### config.mk
export PLATFORM = sky130hd
export DESIGN_NAME = alu_muldiv
export DESIGN_NICKNAME = d
export VERILOG_FILES = /design/src/rtl/alu_muldiv.sv
export SDC_FILE = /design/constraint.sdc
export NUM_CORES = 1
export LEC_CHECK = 0
export ABC_AREA = 1
export BUFFER_PORTS_ARGS = -buffer_cell sky130_fd_sc_hd__buf_4
export CAP_MARGIN = 40
export CORE_UTILIZATION = 39
export CTS_BUF_LIST = sky130_fd_sc_hd__clkbuf_2
export DETAILED_ROUTE_END_ITERATION = 8
export PLACE_DENSITY = 0.61
export SYNTH_ARGS = -nofsm -noshare
export SYNTH_HDL_FRONTEND = slang
export SYNTH_SLANG_ARGS = --single-unit
### constraint.sdc
create_clock -name clk -period 6.2 [get_ports clk]
set_input_delay 0 -clock clk [delete_from_list [all_inputs] [get_ports clk]]
set_output_delay 0 -clock clk [all_outputs]
set_load 0.05 [all_outputs]
### src/rtl/alu_muldiv.sv
// alu_muldiv: iterative HI/LO multiply/divide unit.
// Multiplies use shift-add and divides use restoring division, one bit per
// cycle. Signed operations iterate on magnitudes and fix the signs in FIX.
// Optional feature: define MULDIV_DIV_EN to build the divider and DIV state.
// Without it, DIV/DIVU finish after one busy cycle with div_zero=1.
// Handshake: start is a request strobe that is taken only while the unit is
// in IDLE (busy=0, or the done cycle). Requests at any other time are
// dropped. done pulses for one cycle when an iterative operation completes.
module alu_muldiv #(
    parameter int WIDTH = 32
) (
    input  logic             clk,
    input  logic             reset,
    input  logic             start,
    input  logic [2:0]       op,
    input  logic [WIDTH-1:0] in1,
    input  logic [WIDTH-1:0] in2,
    output logic [WIDTH-1:0] hi,
    output logic [WIDTH-1:0] lo,
    output logic             busy,
    output logic             done,
    output logic             div_zero,
    output logic [1:0]       state_dbg
);
    localparam int CW = $clog2(WIDTH + 1);

    typedef enum logic [1:0] {IDLE = 2'd0, MUL = 2'd1, DIV = 2'd2, FIX = 2'd3} state_t;

    state_t             state, state_nx;
    logic [CW-1:0]      cnt;
    logic [2*WIDTH-1:0] acc;      // {partial high, multiplier} or {remainder, quotient}
    logic [WIDTH-1:0]   opb;      // multiplicand or divisor magnitude
    logic               neg_res;  // negate product / quotient in FIX
    logic               dz;       // divide skipped: leave hi/lo alone, flag div_zero
`ifdef MULDIV_DIV_EN
    logic               neg_rem;  // remainder follows the sign of the dividend
    logic               is_div;
`endif

    logic               is_signed, is_mul_op, is_div_op, last_iter;
    logic [WIDTH-1:0]   mag1, mag2;
    logic [WIDTH:0]     mul_sum;
    logic [2*WIDTH-1:0] mul_next, prod_fix;

    assign is_signed = ~op[0];
    assign is_mul_op = (op[2:1] == 2'b00);
    assign is_div_op = (op[2:1] == 2'b01);
    assign last_iter = (cnt == CW'(WIDTH - 1));
    assign mag1      = (is_signed && in1[WIDTH-1]) ? -in1 : in1;
    assign mag2      = (is_signed && in2[WIDTH-1]) ? -in2 : in2;

    // Shift-add step: add the multiplicand when the current multiplier bit is set.
    assign mul_sum  = {1'b0, acc[2*WIDTH-1:WIDTH]} + (acc[0] ? {1'b0, opb} : {(WIDTH+1){1'b0}});
    assign mul_next = {mul_sum, acc[WIDTH-1:1]};
    assign prod_fix = neg_res ? -acc : acc;

`ifdef MULDIV_DIV_EN
    logic [WIDTH:0]     div_sh;
    logic               div_ge;
    logic [WIDTH-1:0]   div_diff, rem_nx, quo_fix, rem_fix;
    logic [2*WIDTH-1:0] div_next;

    // Restoring step: shift in the next dividend bit, subtract only if it fits.
    assign div_sh   = {acc[2*WIDTH-1:WIDTH], acc[WIDTH-1]};
    assign div_ge   = (div_sh >= {1'b0, opb});
    assign div_diff = div_sh[WIDTH-1:0] - opb;
    assign rem_nx   = div_ge ? div_diff : div_sh[WIDTH-1:0];
    assign div_next = {rem_nx, acc[WIDTH-2:0], div_ge};
    assign quo_fix  = neg_res ? -acc[WIDTH-1:0] : acc[WIDTH-1:0];
    assign rem_fix  = neg_rem ? -acc[2*WIDTH-1:WIDTH] : acc[2*WIDTH-1:WIDTH];
`endif

    // State register.
    always_ff @(posedge clk or posedge reset) begin
        if (reset) state <= IDLE;
        else       state <= state_nx;
    end

    // Next-state logic.
    always_comb begin
        state_nx = state;
        unique case (state)
            IDLE: begin
                if (start && is_mul_op) begin
                    state_nx = MUL;
                end else if (start && is_div_op) begin
`ifdef MULDIV_DIV_EN
                    state_nx = (in2 == '0) ? FIX : DIV;
`else
                    state_nx = FIX;
`endif
                end
            end
            MUL:     if (last_iter) state_nx = FIX;
            DIV:     if (last_iter) state_nx = FIX;
            FIX:     state_nx = IDLE;
            default: state_nx = IDLE;
        endcase
    end

    // State-derived outputs.
    always_comb begin
        busy      = (state != IDLE);
        state_dbg = state;
    end

    // Datapath: operand capture, iteration, sign fix-up and HI/LO writes.
    always_ff @(posedge clk or posedge reset) begin
        if (reset) begin
            hi       <= '0;
            lo       <= '0;
            done     <= 1'b0;
            div_zero <= 1'b0;
            cnt      <= '0;
            acc      <= '0;
            opb      <= '0;
            neg_res  <= 1'b0;
            dz       <= 1'b0;
`ifdef MULDIV_DIV_EN
            neg_rem  <= 1'b0;
            is_div   <= 1'b0;
`endif
        end else begin
            done     <= 1'b0;
            div_zero <= 1'b0;
            unique case (state)
                IDLE: begin
                    if (start) begin
                        cnt     <= '0;
                        neg_res <= is_signed && (in1[WIDTH-1] ^ in2[WIDTH-1]);
                        if (op == 3'b100) hi <= in1;
                        if (op == 3'b101) lo <= in1;
                        if (is_mul_op) begin
                            acc <= {{WIDTH{1'b0}}, mag2};
                            opb <= mag1;
                            dz  <= 1'b0;
`ifdef MULDIV_DIV_EN
                            is_div <= 1'b0;
`endif
                        end
                        if (is_div_op) begin
`ifdef MULDIV_DIV_EN
                            acc     <= {{WIDTH{1'b0}}, mag1};
                            opb     <= mag2;
                            neg_rem <= is_signed && in1[WIDTH-1];
                            is_div  <= 1'b1;
                            dz      <= (in2 == '0);
`else
                            dz      <= 1'b1;
`endif
                        end
                    end
                end
                MUL: begin
                    acc <= mul_next;
                    cnt <= cnt + CW'(1);
                end
                DIV: begin
`ifdef MULDIV_DIV_EN
                    acc <= div_next;
                    cnt <= cnt + CW'(1);
`endif
                end
                FIX: begin
                    done     <= 1'b1;
                    div_zero <= dz;
                    cnt      <= '0;
                    if (!dz) begin
`ifdef MULDIV_DIV_EN
                        if (is_div) begin
                            lo <= quo_fix;
                            hi <= rem_fix;
                        end else begin
                            {hi, lo} <= prod_fix;
                        end
`else
                        {hi, lo} <= prod_fix;
`endif
                    end
                end
                default: ;
            endcase
        end
    end
endmodule

## Word level (Yosys, flattened, before mapping)

Cells that the tools add are included.

- Word-level logic and storage cells: 77
- Bits of input ports: 70
- Output and inout port bits: 69
- Flip-flop bits (word level): 172

- Bitwise gates (word level): 2
- Eq/ne operators: 14
- Muxes and demuxes: 25
- Reduce and logical (&&, ||, !) cells: 21
- $add $sub $neg: 5

Operators by type and width:

| cell | number |
|---|---|
| 2-to-1 mux 32 bit | 9 |
| 2-to-1 mux 64 bit | 3 |
| one-hot mux 32 bit (2 select lines) | 2 |
| one-hot mux 64 bit (2 select lines) | 1 |
| negator 32 bit | 2 |
| negator 64 bit | 1 |
| adder 32 x 32 -> 33 bit | 1 |
| one-hot mux 6 bit (3 select lines) | 1 |
| != test 2 bit, second input constant | 5 |
| AND reduction 3 bit | 3 |
| AND reduction 4 bit | 2 |
| nonzero test 2 bit | 4 |
| adder 6 x 1 -> 6 bit, second input constant | 1 |
| == test 3 bit, second input constant | 2 |
| == test 6 x 5 -> 1 bit, second input constant | 1 |
| 2-to-1 mux 2 bit | 3 |
| 2-to-1 mux 6 bit | 1 |
| one-hot mux 2 bit (3 select lines) | 1 |
| AND reduction 2 bit | 3 |
| logical AND 1 bit | 5 |
| == test 2 x 1 -> 1 bit, second input constant | 2 |
| == test 2 bit, second input constant | 2 |
| logical NOT 2 bit | 2 |
| 2-to-1 mux 1 bit | 4 |
| other kinds (6) | 6 |

## Longest topological paths before layout

Gate-level depths: netlist (run 1).

- Word-level depth: 6
- Mapped depth: 17
- Mapped depth without buffers: 15

## Worst setup path before layout (run 1)

No wires, ideal clock.

- Path type: flip-flop to flip-flop
- From: register state[0], in the netlist state_dbg[0]
- To: register hi[17]
- Arrival: 2.459 ns
- Path buffers: 2
- Data required time: 6.079 ns
- Stages on the path, launching flop included: 13
- Setup slack: 3.620 ns
- Setup time: 0.121 ns
- Period minus slack after synthesis: 2.580 ns
- Path through: dfrtp_1 inv_1 ha_1 inv_1 nand2_1 a21oi_1 inv_1 nor2_4 inv_2 buf_4 buf_6 nor2_1 a21oi_1

- Longest elaborated chain between the ends: 3
- Elaborated cells between the ends (all ways): 8
- Those cells by class: eq/ne: 4; mux: 1; reduce/logical: 3

RTL lines:

| what | line | RTL |
|---|---|---|
| start, declared | 29 | `state_t state, state_nx;` |
| start signal, assigned | 76 | `else state <= state_nx;` |
| == test 2 bit / logical NOT 2 bit (equally long branches) | 126 | `unique case (state)` |
| != test 2 bit (no line) / nonzero test 2 bit (equally long branches) | -- |  |
| AND reduction 4 bit (no line) | -- |  |
| end signal, assigned | 131 | `if (op == 3'b100) hi <= in1;` |
| end signal, assigned | 177 | `{hi, lo} <= prod_fix;` |
| end, declared | 18 | `output logic [WIDTH-1:0] hi,` |

Several ways; a longest one is shown, not always the timed one.
A chain may end at the register's enable or synchronous reset.

## Final worst setup path (run 1)

- From: register state[0], in the netlist state_dbg[0]
- To: register opb[30]

- Longest elaborated chain between the ends: 2

RTL lines:

| what | line | RTL |
|---|---|---|
| logical NOT 2 bit | 126 |  |
| AND reduction 3 bit (no line) | -- |  |
| end signal, assigned | 135 | `opb <= mag1;` |
| end, declared | 32 | `logic [WIDTH-1:0] opb;` |

Every way passes these cells.

==> results.yml, run 1 <==
critical_path:
  critPathMaxFanout: 56
  slowest_stage: "dlygate4sd3_1"
  worstSetupPathType: "reg -> reg"
  cp_common_cell: "dlygate4sd3_1"
  crit_arrival_ns: 4.91
  slowest_delay_ns: 0.58
  start_kind: "flop"
  required_ns: 6.87
  crit_chain: "inv_1 > ha_1 > nand2_2 > nor2_2 > dlygate4sd3_1 > nand2_2 > buf_4 > inv_1 > nand3_1 > dlygate4sd3_1 > nand2_1 > dlygate4sd3_1"
  cp-end-kind: "flop"
global_route:
  grtUsageTotal_pct: 28.9
  grt_max_degree: 78
  grt_pass1_vias: 14500
  antenna_found_initial: 1
  grt_pass1_wl_um: 79500
  grt-ovfl-total: 0
yosys:
  netlist_area_mm2: 0.0133
  synth_seq_area_share_pct: 32.3
  syn-num-nets: 2251
  syn_inst: 2138
  synth_cell_type_count: 42
  syn_avg_cell_area_um2: 6.23
  yosys_warnings: 0
  ys_seq_elements: 172
timing:
  fmax_ghz: 0.236
  slew_viol_final: 0
  period_needed_ns: 4.24
  slew_headroom_pct: 45.9
  skew_ns: 0.0593
  setup_violations: 0
  rsz0062_at_grt: "no"
  finalCritPeriodShare_pct: 68.4
  tns_ns: 0
  worst_pin_slew_ns: 0.811
  final-hold-violation-count: 0
route:
  wl_per_cell_um: 17.4
  drt-total-wl_um: 50300
  dr_wl_met2_um: 24100
  via_per_inst: 5.28
  top_layer_used: "met4"
  wl_met3_um: 2960
  met1_length_um: 22100
  vias: 15300
  ant_nets: 0
  drc: 0
  dr.pass1.iters: 6
  drt-initial-drc-count: 1614
clock_network:
  clk_pin_slew_ns: 0.29
  cts.hold.buffers_added: 191
  cts_buffers: 17
  htree_levels: 4
  cts.path.max_buffers: 2
  clock_sink_count: 172
  cts_setup_buffers: 0
  cts_tree: "built"
  clock_latency_ns: 0.81
  cts-resized-gates: 0
  clockRootBuffer: "clkbuf_2"
finish:
  mostFrequentLayoutCell: "nand2_1"
  drive_gt1_share_pct: 8.84
  final_cell_mix: "554 x nand2_1, 357 x nor2_1, 258 x inv_1"
  fillers: 3558
  final_nets: 2543
  syn_to_final_growth_pct: 26.7
flow_run:
  drv_cap: 0
outcome:
  status: "finished clean"
die:
  die_width_um: 187
  core_mm2: 0.0335
  core.rowCount: 67
  initial_core_util_pct: 39.7
  die_h_um: 187
  ios: 139
  die_area_mm2: 0.0349
placement:
  dp_hpwl_um: 38400
  place_congestion: 0.961
  portBuffers: 138
power:
  p_total_mw: 8.71
  power.density_mw_per_mm2: 516
  p_leak_nw: 8.37
  vdd_drop_max_mv: 0.282
worst_hold_path:
  hold_path.class: "in -> reg"
[worst max-delay path: cells and delay by family, from the launching register on]
family                     cells  cell delay (ns)
and+or+nand+nor                5             0.48
adders and majority gates      1             0.30
buffers and inverters          6             2.75
DFF                            1             0.56
[layout make-up]
class | instances | area (um^2) | share of cell area (%)
Multi-Input combinational cell | 1629 | 7690 | 45.6
Sequential cell | 172 | 4310 | 25.5
Timing Repair Buffer | 342 | 3080 | 18.2
Inverter | 268 | 1010 | 6.01
Tap cell | 448 | 561 | 3.32
Clock inverter | 15 | 134 | 0.794
Clock buffer | 17 | 85.1 | 0.504
Antenna cell | 1 | 2.50 | 0.0148
[through the flow]
stage	hold WS [ns]	cells	setup WS, ns	cell area (um^2)	util (%)
2_1_floorplan	0.0958	2138	1.54	13300	-
5_1_grt	0.0607	2892	1.72	16900	50.3
3_5_place_dp	0.180	2668	2.96	14700	43.9
3_3_place_gp	0.188	2666	3.08	14700	43.8
4_1_cts	0.0164	2891	1.96	16900	50.3
6_report	0.103	2892	1.96	16900	50.3
[worst paths after layout]
check                      slack, ns       to  cells after the start         start
max                             1.96  opb[30]                     12  state_dbg[0]
min reg2reg                     0.52  opb[28]                      2       opb[28]
max in group asynchronous       4.53  acc[26]                      5         reset
max reg2reg                     1.96  opb[30]                     12  state_dbg[0]
min in group asynchronous       0.44   opb[6]                      4         reset
min                             0.10  opb[25]                      4       in1[25]
[power by group]
group	total (mW)	switching [mW]	internal, mW	leakage [nW]
clock network	0.584	0.463	0.121	0.136
registers	2.28	0.623	1.66	2.11
logic	5.84	3.92	1.92	6.13
total	8.71	5.00	3.70	8.37
[cells by family (layout without fill, tap and decap cells)]
group | Yosys count | after routing | synth area share, %
compound gates | 368 | 368 | 14.9
buf+inv | 337 | 642 | 10.1
simple gates | 1188 | 1188 | 36.6
other cells | 0 | 1 | 0
flops | 172 | 172 | 32.3
fa+ha+maj | 43 | 43 | 4.10
xor+xnor | 30 | 30 | 1.97
[sequential cells by signal (all words and copies together) (netlist names)]
register	flops
neg_res	1
acc	64
state_dbg	2
done	1
opb	32
cnt	6
div_zero	1
dz	1
hi	32
lo	32
[Yosys cell counts, drive strengths merged]
| master | instances | area, um^2 |
|---|---|---|
| a21boi | 1 | 7.51 |
| nor4 | 3 | 18.8 |
| nand3 | 223 | 1120 |
| dfrtp | 172 | 4300 |
| a22oi | 9 | 67.6 |
| clkinv | 2 | 7.51 |
| buf | 43 | 236 |
| nand4 | 13 | 81.3 |
| xnor2 | 3 | 26.3 |
| inv | 266 | 1000 |
| nand3b | 6 | 45.0 |
| nor3 | 14 | 70.1 |
| o21bai | 2 | 15.0 |
| xor2 | 27 | 236 |
| clkbuf | 26 | 97.6 |
| ha | 42 | 526 |
| a31oi | 21 | 131 |
| a31o | 1 | 8.76 |
| o32ai | 2 | 32.5 |
| o31ai | 3 | 22.5 |
| o221ai | 1 | 8.76 |
| nand2 | 559 | 2110 |
| nor2 | 364 | 1400 |
| a21oi | 151 | 756 |
| o22ai | 7 | 43.8 |
| o211ai | 8 | 60.1 |
| fa | 1 | 20.0 |
| o21ai | 162 | 830 |
| or2 | 5 | 31.3 |
| and2 | 1 | 6.26 |
[layer usage]
| layer | GRT usage (%) | vias to the layer above |
|---|---|---|
| li1 | - | 7484 |
| met1 | 38.9 | 7202 |
| met2 | 49.0 | 521 |
| met3 | 3.08 | 61 |
| met4 | 7.94 | 0 |
| met5 | 0 | - |
(Power assumes the default switching activity.)
==> inputs of run 2 (changes only) <==
--- a/config.mk
+++ b/config.mk
@@ -11,7 +11,7 @@
 export CORE_UTILIZATION = 39
 export CTS_BUF_LIST = sky130_fd_sc_hd__clkbuf_2
 export DETAILED_ROUTE_END_ITERATION = 8
-export PLACE_DENSITY = 0.61
+export PLACE_DENSITY = 0.63
 export SYNTH_ARGS = -nofsm -noshare
 export SYNTH_HDL_FRONTEND = slang
 export SYNTH_SLANG_ARGS = --single-unit
==> constraint.sdc (replaced) <==
create_clock -name clk -period 3.55 [get_ports clk]
set_input_delay 0 -clock clk [delete_from_list [all_inputs] [get_ports clk]]
set_output_delay 0 -clock clk [all_outputs]
set_load 0.05 [all_outputs]
==> run 2 against run 1 <==
Effect of this change: clock power rose by 110%; critical path type is now in -> reg; utilization up 1.0 points; largest cell class unchanged; clock skew is 0.0039 ns lower; sequential power grew 72%; via count increased by 2.1%; non-clock buffer count grew 29.
==> results.yml, run 2 (synthesized netlist as in run 1, its figures left out) <==
outcome:
  status: "finished clean"
worst_hold_path:
  min_from: "in1[25]"
  hold_path.class: "in -> reg"
global_route:
  grt_pass1_wl_um: 81400
  grtUsageTotal_pct: 29.8
  grt-ovfl-total: 0
  grt_max_degree: 94
  grt_pass1_vias: 14800
  antenna_found_initial: 1
route:
  ant_nets: 0
  via_per_inst: 5.34
  dr.pass1.iters: 7
  drt-initial-drc-count: 1443
  drt-total-wl_um: 52000
  wl_per_cell_um: 17.8
  vias: 15600
  drc: 0
timing:
  worst_pin_slew_ns: 0.831
  period_needed_ns: 3.50
  setup_violations: 0
  finalCritPeriodShare_pct: 98.5
  fmax_ghz: 0.286
  holdWs_ns: 0.0477
  final-hold-violation-count: 0
  slew_headroom_pct: 44.4
  skew_ns: 0.0554
  slew_viol_final: 0
finish:
  stdcell_count: 2921
  largest_register: "acc"
  mostFrequentLayoutCell: "nand2_1"
  finalInstanceArea_mm2: 0.0172
  syn_to_final_growth_pct: 29.2
  fillers: 3423
  final_cell_mix: "554 x nand2_1, 354 x nor2_1, 257 x inv_1"
  final_nets: 2572
  largest_reg_flops: 64
  drive_gt1_share_pct: 9.26
  utilization_pct: 51.3
critical_path:
  crit_chain: "dlygate4sd3_1 > buf_4 > dlygate4sd3_1 > inv_1 > nand3_1 > nor2_2 > nand3b_1 > nand2_2 > nand2_1 > o21ai_2 > dlygate4sd3_1 > nand3_1 > dlygate4sd3_1 > nand2_1 > dlygate4sd3_1"
  worstSetupPathType: "in -> reg"
  cp-end-kind: "flop"
  slowest_stage: "dlygate4sd3_1"
  crit_arrival_ns: 4.34
  cp_common_cell: "dlygate4sd3_1"
  r2r_start: "state_dbg[0]"
  slowest_delay_ns: 0.60
  required_ns: 4.40
  critPathMaxFanout: 5
  start_kind: "input port"
  path_delay_family: "buffers and inverters"
  path_buf_inv: 7
  crit_start: "in1[20]"
clock_network:
  htree_levels: 4
  cts_buffers: 17
  cts.path.max_buffers: 2
  clockRootBuffer: "clkbuf_2"
  cts_tree: "built"
  clock_sink_count: 172
  clock_latency_ns: 0.89
  clk_pin_slew_ns: 0.28
placement:
  place_inst: 2670
  place_congestion: 0.983
  dp_hpwl_um: 38500
  portBuffers: 138
  placed_area_mm2: 0.0147
die:
  core.rowCount: 67
  die_width_um: 187
  ios: 139
  die_area_mm2: 0.0349
  initial_core_util_pct: 39.7
  die_h_um: 187
  core_mm2: 0.0335
power:
  p_total_mw: 15.5
  power.density_mw_per_mm2: 900
  p_leak_nw: 8.49
  vdd_drop_max_mv: 0.530
flow_run:
  drv_cap: 0
[run 2: cell count changes in the layout (fill, tap and decap cells not counted), moves of 2 or more]
cell           delta
buf_4             +6
bufinv_16         +3
clkinvlp_4        +2
dlygate4sd3_1    +22
inv_6             -5
inv_8             +2
nor2_1            -3
nor2_2            +3
[run 2: layer usage]
metal  track usage (%)  vias to the layer above  routed length (um)
met5                 0                        -                   0
met4              9.36                        0                1390
met3              3.44                       83                3260
met2              50.0                      578               24700
met1              40.0                     7388               22600
li1                  -                     7544                   -
[run 2: area by class of cell]
| class | count | area [um^2] | share of cell area (%) |
|---|---|---|---|
| multi-input cells | 1629 | 7700 | 44.7 |
| flip-flops and latches | 172 | 4310 | 25.0 |
| repair buffers | 371 | 3350 | 19.5 |
| inverters | 268 | 1020 | 5.90 |
| well taps | 448 | 561 | 3.26 |
| clock inverters | 15 | 190 | 1.11 |
| clock buffers | 17 | 85.1 | 0.495 |
| diodes | 1 | 2.50 | 0.0145 |
[run 2: per-stage QoR]
step | TNS, ns | setup slack (ns)
final | 0 | 0.0539
after global routing | -0.0354 | -0.0202
after CTS | 0 | 0.0311
after detailed placement | 0 | 0.699
after global placement | 0 | 0.792
after floorplan | 0 | 0.970
[run 2: final timing paths]
path	end	cells past startpoint	slack, ns
min reg2reg	opb[10]	2	0.52
max in group asynchronous	acc[6]	5	2.71
max reg2reg	opb[28]	12	0.21
min	lo[25]	4	0.05
max	opb[28]	15	0.05
min in group asynchronous	opb[16]	5	0.33
[run 2: repair_timing]
action                                 in CTS  in global routing
endpoints found under the hold margin     330                  0
setup endpoints to repair                   0                  9
setup buffers                               0                  5
resized for setup                           0                 10
hold buffers                              213                  0
[run 2: worst min-delay path: stages]
cell and delay (ns):
dlygate4sd3_1 0.53, buf_4 0.14, a21oi_1 0.07, a21oi_1 0.15
[run 2: power by group]
group          switching [mW]  total (mW)  internal, mW
logic                    7.01        10.3          3.33
clock network           0.821        1.23         0.411
registers                1.01        3.92          2.90
